File: config.mk
export PLATFORM = sky130hd
export DESIGN_NAME = uart_rx_param_flat
export DESIGN_NICKNAME = d
export VERILOG_FILES = /design/src/rtl/uart_pkg.sv /design/src/rtl/uart_rx_param_if.sv /design/src/rtl/uart_sync_fifo.sv /design/src/rtl/uart_rx_param.sv /design/src/flat_wrapper.sv
export SDC_FILE = /design/constraint.sdc
export NUM_CORES = 1
export LEC_CHECK = 0
export ABC_CLOCK_PERIOD_IN_PS = 2000
export BUFFER_PORTS_ARGS = -buffer_cell sky130_fd_sc_hd__clkbuf_2
export CORE_ASPECT_RATIO = 0.9
export CORE_MARGIN = 5
export CORE_UTILIZATION = 30
export DETAILED_ROUTE_END_ITERATION = 8
export PLACE_DENSITY_LB_ADDON = 0.15
export SKIP_LAST_GASP = 1
export SLEW_MARGIN = 30
export SYNTH_ARGS = -nofsm -noshare
export SYNTH_HDL_FRONTEND = slang
export SYNTH_SLANG_ARGS = --single-unit
File: constraint.sdc
create_clock -name clk -period 2 [get_ports clk]
set_input_delay 0.3 -clock clk [delete_from_list [all_inputs] [get_ports clk]]
set_output_delay 0.3 -clock clk [all_outputs]
set_load 0.05 [all_outputs]
File: src/rtl/uart_pkg.sv
`default_nettype none
// ============================================================================
//  Module   : uart_pkg
//  Purpose  : Shared types and helpers for the parametrised UART receiver.
//             parity_t   - parity mode selector (none / even / odd)
//             rx_state_t - receiver frame FSM states
//             clog2      - ceiling log2 usable in constant expressions
//  Revision : 1.0  initial release
// ============================================================================
package uart_pkg;

    typedef enum logic [1:0] {
        PAR_NONE = 2'd0,
        PAR_EVEN = 2'd1,
        PAR_ODD  = 2'd2
    } parity_t;

    typedef enum logic [2:0] {
        S_IDLE      = 3'd0,
        S_START     = 3'd1,
        S_DATA      = 3'd2,
        S_PARITY    = 3'd3,
        S_STOP      = 3'd4,
        S_WAIT_HIGH = 3'd5
    } rx_state_t;

    function automatic int clog2(input int value);
        int r;
        r = 0;
        for (int v = value - 1; v > 0; v = v >> 1) begin
            r = r + 1;
        end
        return r;
    endfunction

endpackage
`default_nettype wire

File: src/rtl/uart_rx_param_if.sv
`default_nettype none
// ============================================================================
//  Module   : uart_rx_param_if
//  Purpose  : Consumer-side handshake bundle of the UART receiver.
//  Signals  : rx_data       head-of-FIFO data word
//             rx_frame_err  head word had a bad stop bit
//             rx_parity_err head word failed parity
//             rx_valid      FIFO not empty
//             rx_ready      consumer accepts head when rx_valid & rx_ready
//             overrun       one-cycle pulse when a completed word was dropped
//             fifo_count    FIFO occupancy
//  Modports : master - receiver side, slave - consumer side
//  Revision : 1.0  initial release
// ============================================================================
interface uart_rx_param_if
    import uart_pkg::*;
#(
    parameter int DATA_BITS  = 8,
    parameter int FIFO_DEPTH = 4
);
    localparam int CW = clog2(FIFO_DEPTH) + 1;

    logic [DATA_BITS-1:0] rx_data;
    logic                 rx_frame_err;
    logic                 rx_parity_err;
    logic                 rx_valid;
    logic                 rx_ready;
    logic                 overrun;
    logic [CW-1:0]        fifo_count;

    modport master (
        output rx_data, rx_frame_err, rx_parity_err, rx_valid, overrun, fifo_count,
        input  rx_ready
    );

    modport slave (
        input  rx_data, rx_frame_err, rx_parity_err, rx_valid, overrun, fifo_count,
        output rx_ready
    );
endinterface
`default_nettype wire

File: src/rtl/uart_sync_fifo.sv
`default_nettype none
// ============================================================================
//  Module   : uart_sync_fifo
//  Purpose  : Small single-clock FIFO with first-word fall-through head.
//  Ports    : clk, reset (async, active-high)
//             push / push_data  write request and word
//             pop               advance head (ignored when empty)
//             head              current head word, 0 when empty
//             valid             FIFO not empty (registered)
//             count             occupancy (registered)
//             overrun           pulse: push arrived on a full FIFO and was dropped
//  Revision : 1.0  initial release
// ============================================================================
module uart_sync_fifo
    import uart_pkg::*;
#(
    parameter  int WIDTH = 10,
    parameter  int DEPTH = 4,
    localparam int AW    = clog2(DEPTH),
    localparam int CW    = AW + 1
) (
    input  wire logic             clk,
    input  wire logic             reset,
    input  wire logic             push,
    input  wire logic [WIDTH-1:0] push_data,
    input  wire logic             pop,
    output logic      [WIDTH-1:0] head,
    output logic                  valid,
    output logic      [CW-1:0]    count,
    output logic                  overrun
);

    logic [WIDTH-1:0] mem [DEPTH];
    logic [AW-1:0]    wptr;
    logic [AW-1:0]    rptr;

    logic full;
    logic do_pop;
    logic do_push;

    assign full    = (count == CW'(DEPTH));
    assign do_pop  = pop & valid;
    // A pop in the same cycle frees the slot, so a full FIFO still accepts.
    assign do_push = push & (~full | do_pop);

    // Gating with valid keeps the head at zero after reset and when drained.
    assign head = valid ? mem[rptr] : '0;

    always_ff @(posedge clk) begin
        if (do_push) begin
            mem[wptr] <= push_data;
        end
    end

    always_ff @(posedge clk or posedge reset) begin
        if (reset) begin
            wptr    <= '0;
            rptr    <= '0;
            count   <= '0;
            valid   <= 1'b0;
            overrun <= 1'b0;
        end else begin
            overrun <= push & ~do_push;
            if (do_push) begin
                wptr <= wptr + 1'b1;
            end
            if (do_pop) begin
                rptr <= rptr + 1'b1;
            end
            case ({do_push, do_pop})
                2'b10: begin
                    count <= count + 1'b1;
                    valid <= 1'b1;
                end
                2'b01: begin
                    count <= count - 1'b1;
                    valid <= (count != CW'(1));
                end
                default: ;
            endcase
        end
    end

endmodule
`default_nettype wire

File: src/rtl/uart_rx_param.sv
`default_nettype none
// ============================================================================
//  Module   : uart_rx_param
//  Purpose  : Parametrised UART receiver (5-9 data bits, none/even/odd parity,
//             1 or 2 stop bits) with 3-sample majority voting, start-bit
//             glitch rejection, break handling and an output FIFO.
//  Ports    : clk     sole clock
//             reset   asynchronous, active-high
//             rx_pin  serial line, idle high, asynchronous to clk
//             bus     consumer handshake (uart_rx_param_if.master)
//  Revision : 1.0  initial release
// ============================================================================
module uart_rx_param
    import uart_pkg::*;
#(
    parameter int CLK_PER_BIT = 86,
    parameter int DATA_BITS   = 8,
    parameter int PARITY      = 0,
    parameter int STOP_BITS   = 1,
    parameter int FIFO_DEPTH  = 4
) (
    input  wire logic clk,
    input  wire logic reset,
    input  wire logic rx_pin,
    uart_rx_param_if.master bus
);

    localparam int      H        = CLK_PER_BIT / 2;
    localparam int      CNT_W    = clog2(CLK_PER_BIT);
    localparam int      WIDTH    = DATA_BITS + 2;
    localparam parity_t PAR_MODE = (PARITY == 2) ? PAR_ODD :
                                   (PARITY == 1) ? PAR_EVEN : PAR_NONE;

    // ------------------------------------------------------------------
    // Synchroniser and falling-edge detect
    // ------------------------------------------------------------------
    logic sync1;
    logic rx_s;
    logic rx_prev;

    always_ff @(posedge clk or posedge reset) begin
        if (reset) begin
            sync1   <= 1'b1;
            rx_s    <= 1'b1;
            rx_prev <= 1'b1;
        end else begin
            sync1   <= rx_pin;
            rx_s    <= sync1;
            rx_prev <= rx_s;
        end
    end

    logic fall;
    assign fall = rx_prev & ~rx_s;

    // ------------------------------------------------------------------
    // Frame FSM
    // ------------------------------------------------------------------
    rx_state_t            state;
    logic [CNT_W-1:0]     bit_cnt;
    logic [3:0]           bit_idx;
    logic                 stop_idx;
    logic                 samp0;
    logic                 samp1;
    logic [DATA_BITS-1:0] shreg;
    logic                 par_err;
    logic                 frm_err;
    logic                 push;
    logic [WIDTH-1:0]     push_word;

    logic at_s0;
    logic at_s1;
    logic at_dec;
    logic at_end;
    logic vote;
    logic frm_next;
    logic last_data;
    logic last_stop;

    assign at_s0     = (bit_cnt == CNT_W'(H - 1));
    assign at_s1     = (bit_cnt == CNT_W'(H));
    assign at_dec    = (bit_cnt == CNT_W'(H + 1));
    assign at_end    = (bit_cnt == CNT_W'(CLK_PER_BIT - 1));
    // Third sample is the live synchronised line at the decision cycle.
    assign vote      = (samp0 & samp1) | (samp0 & rx_s) | (samp1 & rx_s);
    assign frm_next  = frm_err | ~vote;
    assign last_data = (bit_idx == 4'(DATA_BITS - 1));
    assign last_stop = (stop_idx == 1'(STOP_BITS - 1));

    always_ff @(posedge clk or posedge reset) begin
        if (reset) begin
            state     <= S_IDLE;
            bit_cnt   <= '0;
            bit_idx   <= '0;
            stop_idx  <= 1'b0;
            samp0     <= 1'b1;
            samp1     <= 1'b1;
            shreg     <= '0;
            par_err   <= 1'b0;
            frm_err   <= 1'b0;
            push      <= 1'b0;
            push_word <= '0;
        end else begin
            push <= 1'b0;

            // Bit-slot timer runs only while a frame is being sampled.
            if (state != S_IDLE && state != S_WAIT_HIGH) begin
                bit_cnt <= at_end ? '0 : bit_cnt + 1'b1;
                if (at_s0) samp0 <= rx_s;
                if (at_s1) samp1 <= rx_s;
            end

            case (state)
                S_IDLE: begin
                    if (fall) begin
                        bit_cnt  <= '0;
                        bit_idx  <= '0;
                        stop_idx <= 1'b0;
                        par_err  <= 1'b0;
                        frm_err  <= 1'b0;
                        state    <= S_START;
                    end
                end

                S_START: begin
                    if (at_dec && vote) begin
                        state <= S_IDLE;        // too short to be a start bit
                    end else if (at_end) begin
                        state <= S_DATA;
                    end
                end

                S_DATA: begin
                    if (at_dec) begin
                        shreg <= {vote, shreg[DATA_BITS-1:1]};
                    end
                    if (at_end) begin
                        if (last_data) begin
                            state <= (PAR_MODE != PAR_NONE) ? S_PARITY : S_STOP;
                        end else begin
                            bit_idx <= bit_idx + 1'b1;
                        end
                    end
                end

                S_PARITY: begin
                    if (at_dec) begin
                        par_err <= (PAR_MODE == PAR_ODD) ? (vote == ^shreg)
                                                         : (vote != ^shreg);
                    end
                    if (at_end) begin
                        state <= S_STOP;
                    end
                end

                S_STOP: begin
                    if (at_dec) begin
                        frm_err <= frm_next;
                        if (last_stop) begin
                            // Push at the decision so a back-to-back start
                            // bit right after this stop bit is not missed.
                            push      <= 1'b1;
                            push_word <= {par_err, frm_next, shreg};
                            state     <= frm_next ? S_WAIT_HIGH : S_IDLE;
                        end
                    end else if (at_end) begin
                        stop_idx <= 1'b1;
                    end
                end

                S_WAIT_HIGH: begin
                    // A held-low line (break) must return high before a new
                    // start edge can be recognised.
                    if (rx_s) begin
                        state <= S_IDLE;
                    end
                end

                default: state <= S_IDLE;
            endcase
        end
    end

    // ------------------------------------------------------------------
    // Output FIFO
    // ------------------------------------------------------------------
    logic [WIDTH-1:0] head;

    uart_sync_fifo #(
        .WIDTH (WIDTH),
        .DEPTH (FIFO_DEPTH)
    ) u_fifo (
        .clk       (clk),
        .reset     (reset),
        .push      (push),
        .push_data (push_word),
        .pop       (bus.rx_ready),
        .head      (head),
        .valid     (bus.rx_valid),
        .count     (bus.fifo_count),
        .overrun   (bus.overrun)
    );

    assign bus.rx_data       = head[DATA_BITS-1:0];
    assign bus.rx_frame_err  = head[DATA_BITS];
    assign bus.rx_parity_err = head[DATA_BITS+1];

endmodule
`default_nettype wire

File: src/flat_wrapper.sv
// flat-port wrapper written by rule: the top's interface ports become plain ports
module uart_rx_param_flat import uart_pkg::*;
#(
    parameter int CLK_PER_BIT = 86,
    parameter int DATA_BITS   = 8,
    parameter int PARITY      = 0,
    parameter int STOP_BITS   = 1,
    parameter int FIFO_DEPTH  = 4
)
  (clk, reset, rx_pin, bus_rx_data, bus_rx_frame_err, bus_rx_parity_err, bus_rx_valid, bus_overrun, bus_fifo_count, bus_rx_ready);
  uart_rx_param_if #(.DATA_BITS(DATA_BITS), .FIFO_DEPTH(FIFO_DEPTH)) bus_i ();
  input  wire logic clk;
  input  wire logic reset;
  input  wire logic rx_pin;
  output wire logic [$bits(bus_i.rx_data)-1:0] bus_rx_data;
  output wire logic [$bits(bus_i.rx_frame_err)-1:0] bus_rx_frame_err;
  output wire logic [$bits(bus_i.rx_parity_err)-1:0] bus_rx_parity_err;
  output wire logic [$bits(bus_i.rx_valid)-1:0] bus_rx_valid;
  output wire logic [$bits(bus_i.overrun)-1:0] bus_overrun;
  output wire logic [$bits(bus_i.fifo_count)-1:0] bus_fifo_count;
  input wire logic [$bits(bus_i.rx_ready)-1:0] bus_rx_ready;
  assign bus_rx_data = bus_i.rx_data;
  assign bus_rx_frame_err = bus_i.rx_frame_err;
  assign bus_rx_parity_err = bus_i.rx_parity_err;
  assign bus_rx_valid = bus_i.rx_valid;
  assign bus_overrun = bus_i.overrun;
  assign bus_fifo_count = bus_i.fifo_count;
  assign bus_i.rx_ready = bus_rx_ready;
  uart_rx_param #(.CLK_PER_BIT(CLK_PER_BIT), .DATA_BITS(DATA_BITS), .PARITY(PARITY), .STOP_BITS(STOP_BITS), .FIFO_DEPTH(FIFO_DEPTH)) u_core (.clk(clk), .reset(reset), .rx_pin(rx_pin), .bus(bus_i));
endmodule
==> results of run 1 <==
[power breakdown]
group          internal [mW]  switching [mW]
Clock                  0.990           0.738
Sequential              2.10           0.153
Combinational           1.03            1.16
Total                   4.12            2.05
[kinds of logic after synthesis]
| kind of cell | after synthesis | share of synthesized area |
|---|---|---|
| AOI/OAI and AO/OA | 34 | 0.0541 |
| xor gates and xnor gates | 21 | 0.0465 |
| adders and majority gates | 15 | 0.0468 |
| buffers and inverters | 24 | 0.0247 |
| DFF | 90 | 0.622 |
| muxes | 30 | 0.114 |
| and+or+nand+nor | 71 | 0.0924 |
[through the flow]
step	setup TNS (ns)	power, mW
after floorplan	0	3.61
after global placement	0	4.09
after detailed placement	-0.00789	4.10
after CTS	-0.511	6.02
after global routing	-0.544	6.53
final	-0.0234	6.17
[registers in the layout, summed over array words and instances (netlist names), 2 cells and up]
signal / count
u_core.bit_idx: 4
u_core.u_fifo.mem: 40
u_core.state: 3
u_core.u_fifo.wptr: 2
u_core.shreg: 8
u_core.bit_cnt: 7
u_core.u_fifo.count: 3
u_core.u_fifo.rptr: 2
u_core.push_word: 10
[worst paths after layout]
path                                            start  slack (ns)                endpoint  depth (start not counted)
worst min-delay path                           rx_pin        0.04            u_core.sync1                          1
max in group asynchronous                       reset        0.91            u_core.samp1                          4
min in group asynchronous                       reset        0.50  u_core.u_fifo.count[2]                          3
worst min register to register           u_core.sync1        0.36             u_core.rx_s                          0
worst max register to register      u_core.bit_cnt[0]        0.10     u_core.push_word[7]                          7
worst max-delay path            u_core.u_fifo.rptr[0]      -0.008          bus_rx_data[3]                          4
[placed cells by master, fill, tap and decap left out, types with 5 or more instances in the layout]
cell type,synthesis,routed
sky130_fd_sc_hd__o21ai_0,13,13
sky130_fd_sc_hd__clkbuf_16,0,10
sky130_fd_sc_hd__dfrtp_1,45,42
sky130_fd_sc_hd__a21oi_1,8,8
sky130_fd_sc_hd__mux2_2,15,15
sky130_fd_sc_hd__edfxtp_1,40,40
sky130_fd_sc_hd__mux4_2,10,10
sky130_fd_sc_hd__and2_4,0,10
sky130_fd_sc_hd__ha_1,14,13
sky130_fd_sc_hd__buf_8,0,8
sky130_fd_sc_hd__buf_12,0,6
sky130_fd_sc_hd__buf_4,1,19
sky130_fd_sc_hd__xor2_1,7,7
sky130_fd_sc_hd__dfstp_2,5,5
sky130_fd_sc_hd__inv_1,14,13
sky130_fd_sc_hd__nor2_1,15,15
sky130_fd_sc_hd__clkbuf_2,0,8
sky130_fd_sc_hd__nand2_1,17,17
sky130_fd_sc_hd__xnor2_1,14,14
[layout make-up]
class	count	area (um2)
Clock buffer	9	225
Clock inverter	7	81.3
Fill cell	1206	7800
Inverter	14	52.6
Multi-Input combinational cell	171	1470
Sequential cell	90	2460
Tap cell	164	205
Timing Repair Buffer	46	492
[routing by layer]
metal / track usage / up-vias / routed length (um)
li1: - / 1117 / -
met1: 0.132 / 1133 / 3230
met2: 0.158 / 28 / 3460
met3: 0.0273 / 12 / 250
met4: 0.0366 / 0 / 110
met5: 0 / - / 0
[timing repair]
action,in CTS,in global routing
setup buffers,1,1
hold buffers,1,0
endpoints found under the setup margin,11,23
pin swaps,0,8
hold endpoints to repair,18,0
resized for setup,18,32
gates cloned,0,2
==> metrics, run 1 <==
clock insertion delay at the later pin of the skew report ~0.34 ns; Synth Net Count 303; violations in the final reports setup timing; die area ~0.016 mm2; first-pass detailed-route iteration total 4; unrepaired setup endpoints after global routing true; Tot GR Track Use 0.100; CTS tree yes; pin slew with the least headroom to its limit between 0.4 and 0.5 ns; top fanout value on the critical path 5; fin util 0.390; placed instance area 0.00447 mm2; Die Span X 131 um; worst-case hold slack around 0.042 ns; violation count after the first detailed-route iteration 80; Worst EP arrival 1.71 ns; number of hold-slack violations in the final timing report 0; post-route non-filler standard cell count between 500 and 600; biggest area consumer among synthesized cells sky130_fd_sc_hd__edfxtp_1; relative max-transition margin 0.665; Finish-stage setup viols 4; number of placement rows 39; maximum count of clock buffers along a single path 2; Post-Layout Inst Area about 0.0050 mm2; Critical Path Slowest Stage Cell sky130_fd_sc_hd__mux4_2; Post-Place Setup Slack -0.00789 ns; FFs w/ async S/R, synth 0.556; CP Launch Type register; primary flip-flop cell chosen by synthesis mapping sky130_fd_sc_hd__dfrtp_1; fin crit share 1.00; leakage power slightly above 2 nW; top post-synthesis cells by area sky130_fd_sc_hd__edfxtp_1 30%, sky130_fd_sc_hd__dfrtp_1 28%, sky130_fd_sc_hd__mux4_2 5.7%; count of max-cap constraint violations 0; Pins Over Slew Limit 0; Die Y-Extent approximately 120 um; effective utilization at floorplan 0.309; number of antenna violations at the first check in global routing 0; category of the worst setup path capture point output pin; IO Port Bufs 18; commonest cells in the synthesized netlist 45 x sky130_fd_sc_hd__dfrtp_1, 40 x sky130_fd_sc_hd__edfxtp_1, 17 x sky130_fd_sc_hd__nand2_1, 15 x sky130_fd_sc_hd__mux2_2, 15 x sky130_fd_sc_hd__nor2_1; top-count cell post-synth sky130_fd_sc_hd__dfrtp_1; clock net sink count 90; fraction of layout instances using a drive strength above 1 0.332; number of warning messages in the yosys log 0; Crit path buffers/inverters 2; ant diodes 0; worst setup path category register to output pin; post-layout min period around 2.0 ns; Max rail drop VDD approximately 750 uV; fin nets between 300 and 400; required time at the endpoint of the critical path 1.70 ns; min setup slack post-route -0.00843 ns; number of flops mapped to enable cells by yosys 40; maximum achievable frequency between 400 and 500 MHz; clock tree root driver cell sky130_fd_sc_hd__clkbuf_16; post-detailed-route wirelength per cell 14.1 um; largest net degree at the start of global routing 33; cell area after synthesis 0.00395 mm2; detailed-route DRC error count 0; portion of synthesized cell area occupied by the leading cell type 0.304; global-route wire length before repair 12.2 mm; Post-Route Skew a little under 0.005 ns; H-tree depth reported by CTS 3; number of cells in the design after placement 480; Core ar. between 0.01 and 0.015 mm2; via count of the first global-routing pass 2414; cell type group with the largest total delay on the critical path multiplexers; Avg Inst Size Synth 13.9 um2; residual overflow from global routing 0; post-synthesis instance total 285; io pins 19; clock buffer count from CTS 9; total wirelength of the detailed-routed design 7.05 mm; RePlAce Congestion 0.743; number of library cell types mapped by synthesis 45; run status finished, violations left; Worst Hold Class input port to register; pwr/cell area 1240 mW/mm2; synthesis-to-layout area growth 26.1%; ordered list of cells on the worst path clkbuf_16, mux4_2, and2_4, buf_8; Vias 2290; Via density 4.57; Seq/Total Area, Yosys 0.622; Crit path largest cell delay 0.48 ns; DRT antenna net count 0; DP HPWL 4.85 mm; Worst-path clk slew 0.07 ns; register bit count reported by yosys 90
(Power assumes the default switching activity.)
==> run 2: changes to the inputs <==
--- a/config.mk
+++ b/config.mk
@@ -7,2 +7,3 @@
 export LEC_CHECK = 0
+export ABC_AREA = 1
 export ABC_CLOCK_PERIOD_IN_PS = 2000
==> constraint.sdc (replaced) <==
create_clock -name clk -period 2 [get_ports clk]
set_input_delay 0.5 -clock clk [delete_from_list [all_inputs] [get_ports clk]]
set_output_delay 0.5 -clock clk [all_outputs]
set_load 0.05 [all_outputs]
==> metrics, run 2 <==
via count of the first global-routing pass approximately 2900; ant diodes 0; simple-gate portion of the synthesized area 0.210; Worst Hold Class input port to asynchronous set/reset pin; Synth Net Count 462; worst setup path category register to output pin; Fin Setup TNS -0.116 ns; Finish-stage setup viols 6; post-synthesis instance total approximately 440; violations in the final reports setup timing; primary flip-flop cell chosen by synthesis mapping sky130_fd_sc_hd__dfrtp_1; top-count cell post-synth sky130_fd_sc_hd__nand2_1; Core ar. 0.0139 mm2; max FFs per register 40; relative max-transition margin 0.671; maximum count of clock buffers along a single path 2; Via density 4.43; number of placement rows slightly above 40; run status finished, violations left; CP Launch Type register; DRT antenna net count 0; placed instance area 0.00474 mm2; Seq/Total Area, Yosys 0.586; internal power summed over all cells 4.29 mW; clock net sink count 90; XOR/XNOR Fraction of Synth Area 0.0146; IO Port Bufs 18; mux cell area share after synthesis 0; Post-Layout Inst Area 0.00513 mm2; fin crit share 1.03; portion of synthesized cell area occupied by the leading cell type 0.286; DP HPWL 5.83 mm; maximum achievable frequency 487 MHz; adder and majority cell fraction of the synthesized area 0.0417; Worst EP arrival approximately 1.6 ns; main combinational cell family by area after synthesis simple AND/OR/NAND/NOR gates; compound-cell area share of the yosys netlist 0.0906; number of warning messages in the yosys log 0; register bit count reported by yosys 90; number of flops mapped to enable cells by yosys 40; Post-Route Skew 0.00635 ns; most flop-heavy register u_core.u_fifo.mem; number of library cell types mapped by synthesis 36; residual overflow from global routing 0; FFs w/ async S/R, synth 0.556; Max rail drop VDD 579 uV; category of the worst setup path capture point output pin; die area 0.0165 mm2; Tot GR Track Use 0.109; switching portion of total power 0.389; Pins Over Slew Limit 0; Worst-path clk slew 0.06 ns; effective utilization at floorplan 0.303; fraction of layout instances using a drive strength above 1 0.178; clock insertion delay at the later pin of the skew report 0.34 ns; hold buffer count at cts 0; clock tree root driver cell sky130_fd_sc_hd__clkbuf_16; global-route layer with the greatest usage met2; pwr/cell area 1370 mW/mm2; Sw Pwr around 2.7 mW; Vias 2908; top post-synthesis cells by area sky130_fd_sc_hd__edfxtp_1 29%, sky130_fd_sc_hd__dfrtp_1 27%, sky130_fd_sc_hd__nand2_1 8.0%; commonest cells in the synthesized netlist 89 x sky130_fd_sc_hd__nand2_1, 69 x sky130_fd_sc_hd__nor2_1, 49 x sky130_fd_sc_hd__inv_1, 45 x sky130_fd_sc_hd__dfrtp_1, 40 x sky130_fd_sc_hd__edfxtp_1; Die Y-Extent roughly 120 um; combinational share of power 0.431; Post-Place Setup Slack 0.191 ns; GR Layer Usage met3 0.0406; Reg power frac 0.330; total wirelength of the detailed-routed design 8.27 mm; pin slew with the least headroom to its limit 0.493 ns; required time at the endpoint of the critical path 1.50 ns; H-tree depth reported by CTS 3; io pins 19; GRT met2 Usage 0.181; synthesis-to-layout area growth 22.3%; met1 usage in global routing 0.135; most common cell after layout, fill and taps aside sky130_fd_sc_hd__nand2_1; biggest area consumer among synthesized cells sky130_fd_sc_hd__edfxtp_1; min setup slack post-route -0.0537 ns; clock buffer count from CTS 9; unrepaired setup endpoints after global routing true; largest registers u_core.u_fifo.mem: 40 flops, u_core.push_word: 10 flops, u_core.shreg: 8 flops; CTS tree yes; Avg Inst Size Synth roughly 9.5 um2; fillcell total 1393; first-pass detailed-route iteration total 4; post-detailed-route wirelength per cell approximately 13 um; number of antenna violations at the first check in global routing 0; leakage power 2.24 nW; detailed-route DRC error count 0; global-route wire length before repair 14.0 mm; post-layout min period 2.05 ns; largest net degree at the start of global routing 33; worst-case hold slack 0.163 ns; clock group share of total power 0.239; number of hold-slack violations in the final timing report 0; RePlAce Congestion around 0.83; most frequent cells in the layout 88 x sky130_fd_sc_hd__nand2_1, 65 x sky130_fd_sc_hd__nor2_1, 47 x sky130_fd_sc_hd__inv_1; violation count after the first detailed-route iteration 122; count of max-cap constraint violations 0; fin nets between 400 and 500; Die Span X 135 um; top fanout value on the critical path 9; cell area after synthesis ~0.0042 mm2
[run 2: changes by cell type in the layout (fill, tap and decap cells not counted), sizes merged, moves of 16 or more]
cell,previous run,this run
buf,36,20
mux2,19,0
o21ai,14,45
nand3,3,21
nand2,17,94
inv,18,53
nor2,15,73
[run 2: per-layer routing]
layer	vias to the layer above	share of wire
met3	8	0.041
li1	1515	-
met4	0	0.013
met2	33	0.47
met5	-	0
met1	1352	0.48
[run 2: area by class of cell]
type                            instances  area, um2  share of cell area
Clock buffer                           11        233              0.0453
Sequential cell                        90       2460               0.480
Timing Repair Buffer                   33        429              0.0836
Clock inverter                          5       63.8              0.0124
Tap cell                              172        215              0.0419
Multi-Input combinational cell        292       1530               0.298
Inverter                               53        200              0.0390
[run 2: worst max-delay path, stage by stage (launching register included)]
cell                      delay [ns]
sky130_fd_sc_hd__dfrtp_2        0.42
sky130_fd_sc_hd__buf_6          0.16
sky130_fd_sc_hd__nor2_1         0.05
sky130_fd_sc_hd__nor2_1         0.07
sky130_fd_sc_hd__o21ai_0        0.09
sky130_fd_sc_hd__a21oi_1        0.25
sky130_fd_sc_hd__buf_12         0.18
[run 2: cell families (layout without fill, tap and decap cells)]
kind of cell,Yosys count,count (layout)
flip-flops,90,90
adder cells (fa/ha/maj),14,14
AND/OR/NAND/NOR,200,200
AO/OA/AOI/OAI,71,71
buffers and inverters,62,102
XOR/XNOR,7,7
[run 2: power by group through the flow]
| stage | clock, mW | combinational (mW) | sequential (mW) |
|---|---|---|---|
| CTS | 1.74 | 3.05 | 2.31 |
| global route | 1.83 | 3.33 | 2.35 |
| global placement | 0 | 2.84 | 2.33 |
| detailed placement | 0 | 2.86 | 2.34 |
| finish | 1.68 | 3.02 | 2.32 |
| floorplan | 0 | 1.80 | 2.42 |
[run 2: final timing paths]
kind	startpoint	slack [ns]	cells after the start	end
hold / removal	reset	0.16	2	u_core.u_fifo.overrun
max in group asynchronous	reset	1.29	3	u_core.shreg[7]
min in group clk	rx_pin	0.25	1	u_core.sync1
hold reg to reg	u_core.sync1	0.36	0	u_core.rx_s
setup reg to reg	u_core.u_fifo.count[0]	0.26	8	u_core.u_fifo.valid
setup / recovery	u_core.u_fifo.rptr[0]	-0.05	6	bus_rx_data[1]
[run 2: stage by stage]
step / std cells / util / power (mW)
final: 656 / 0.371 / 7.01
after CTS: 655 / 0.369 / 7.10
after global placement: 638 / 0.342 / 5.17
after global routing: 656 / 0.371 / 7.51
after detailed placement: 638 / 0.342 / 5.19
after floorplan: 444 / - / 4.22
[run 2: what timing repair did]
item	CTS	global route
setup buffers	1	0
setup endpoints to repair	10	10
hold endpoints to repair	0	0
resized for setup	17	14
pin swaps	3	2
cloned	0	1
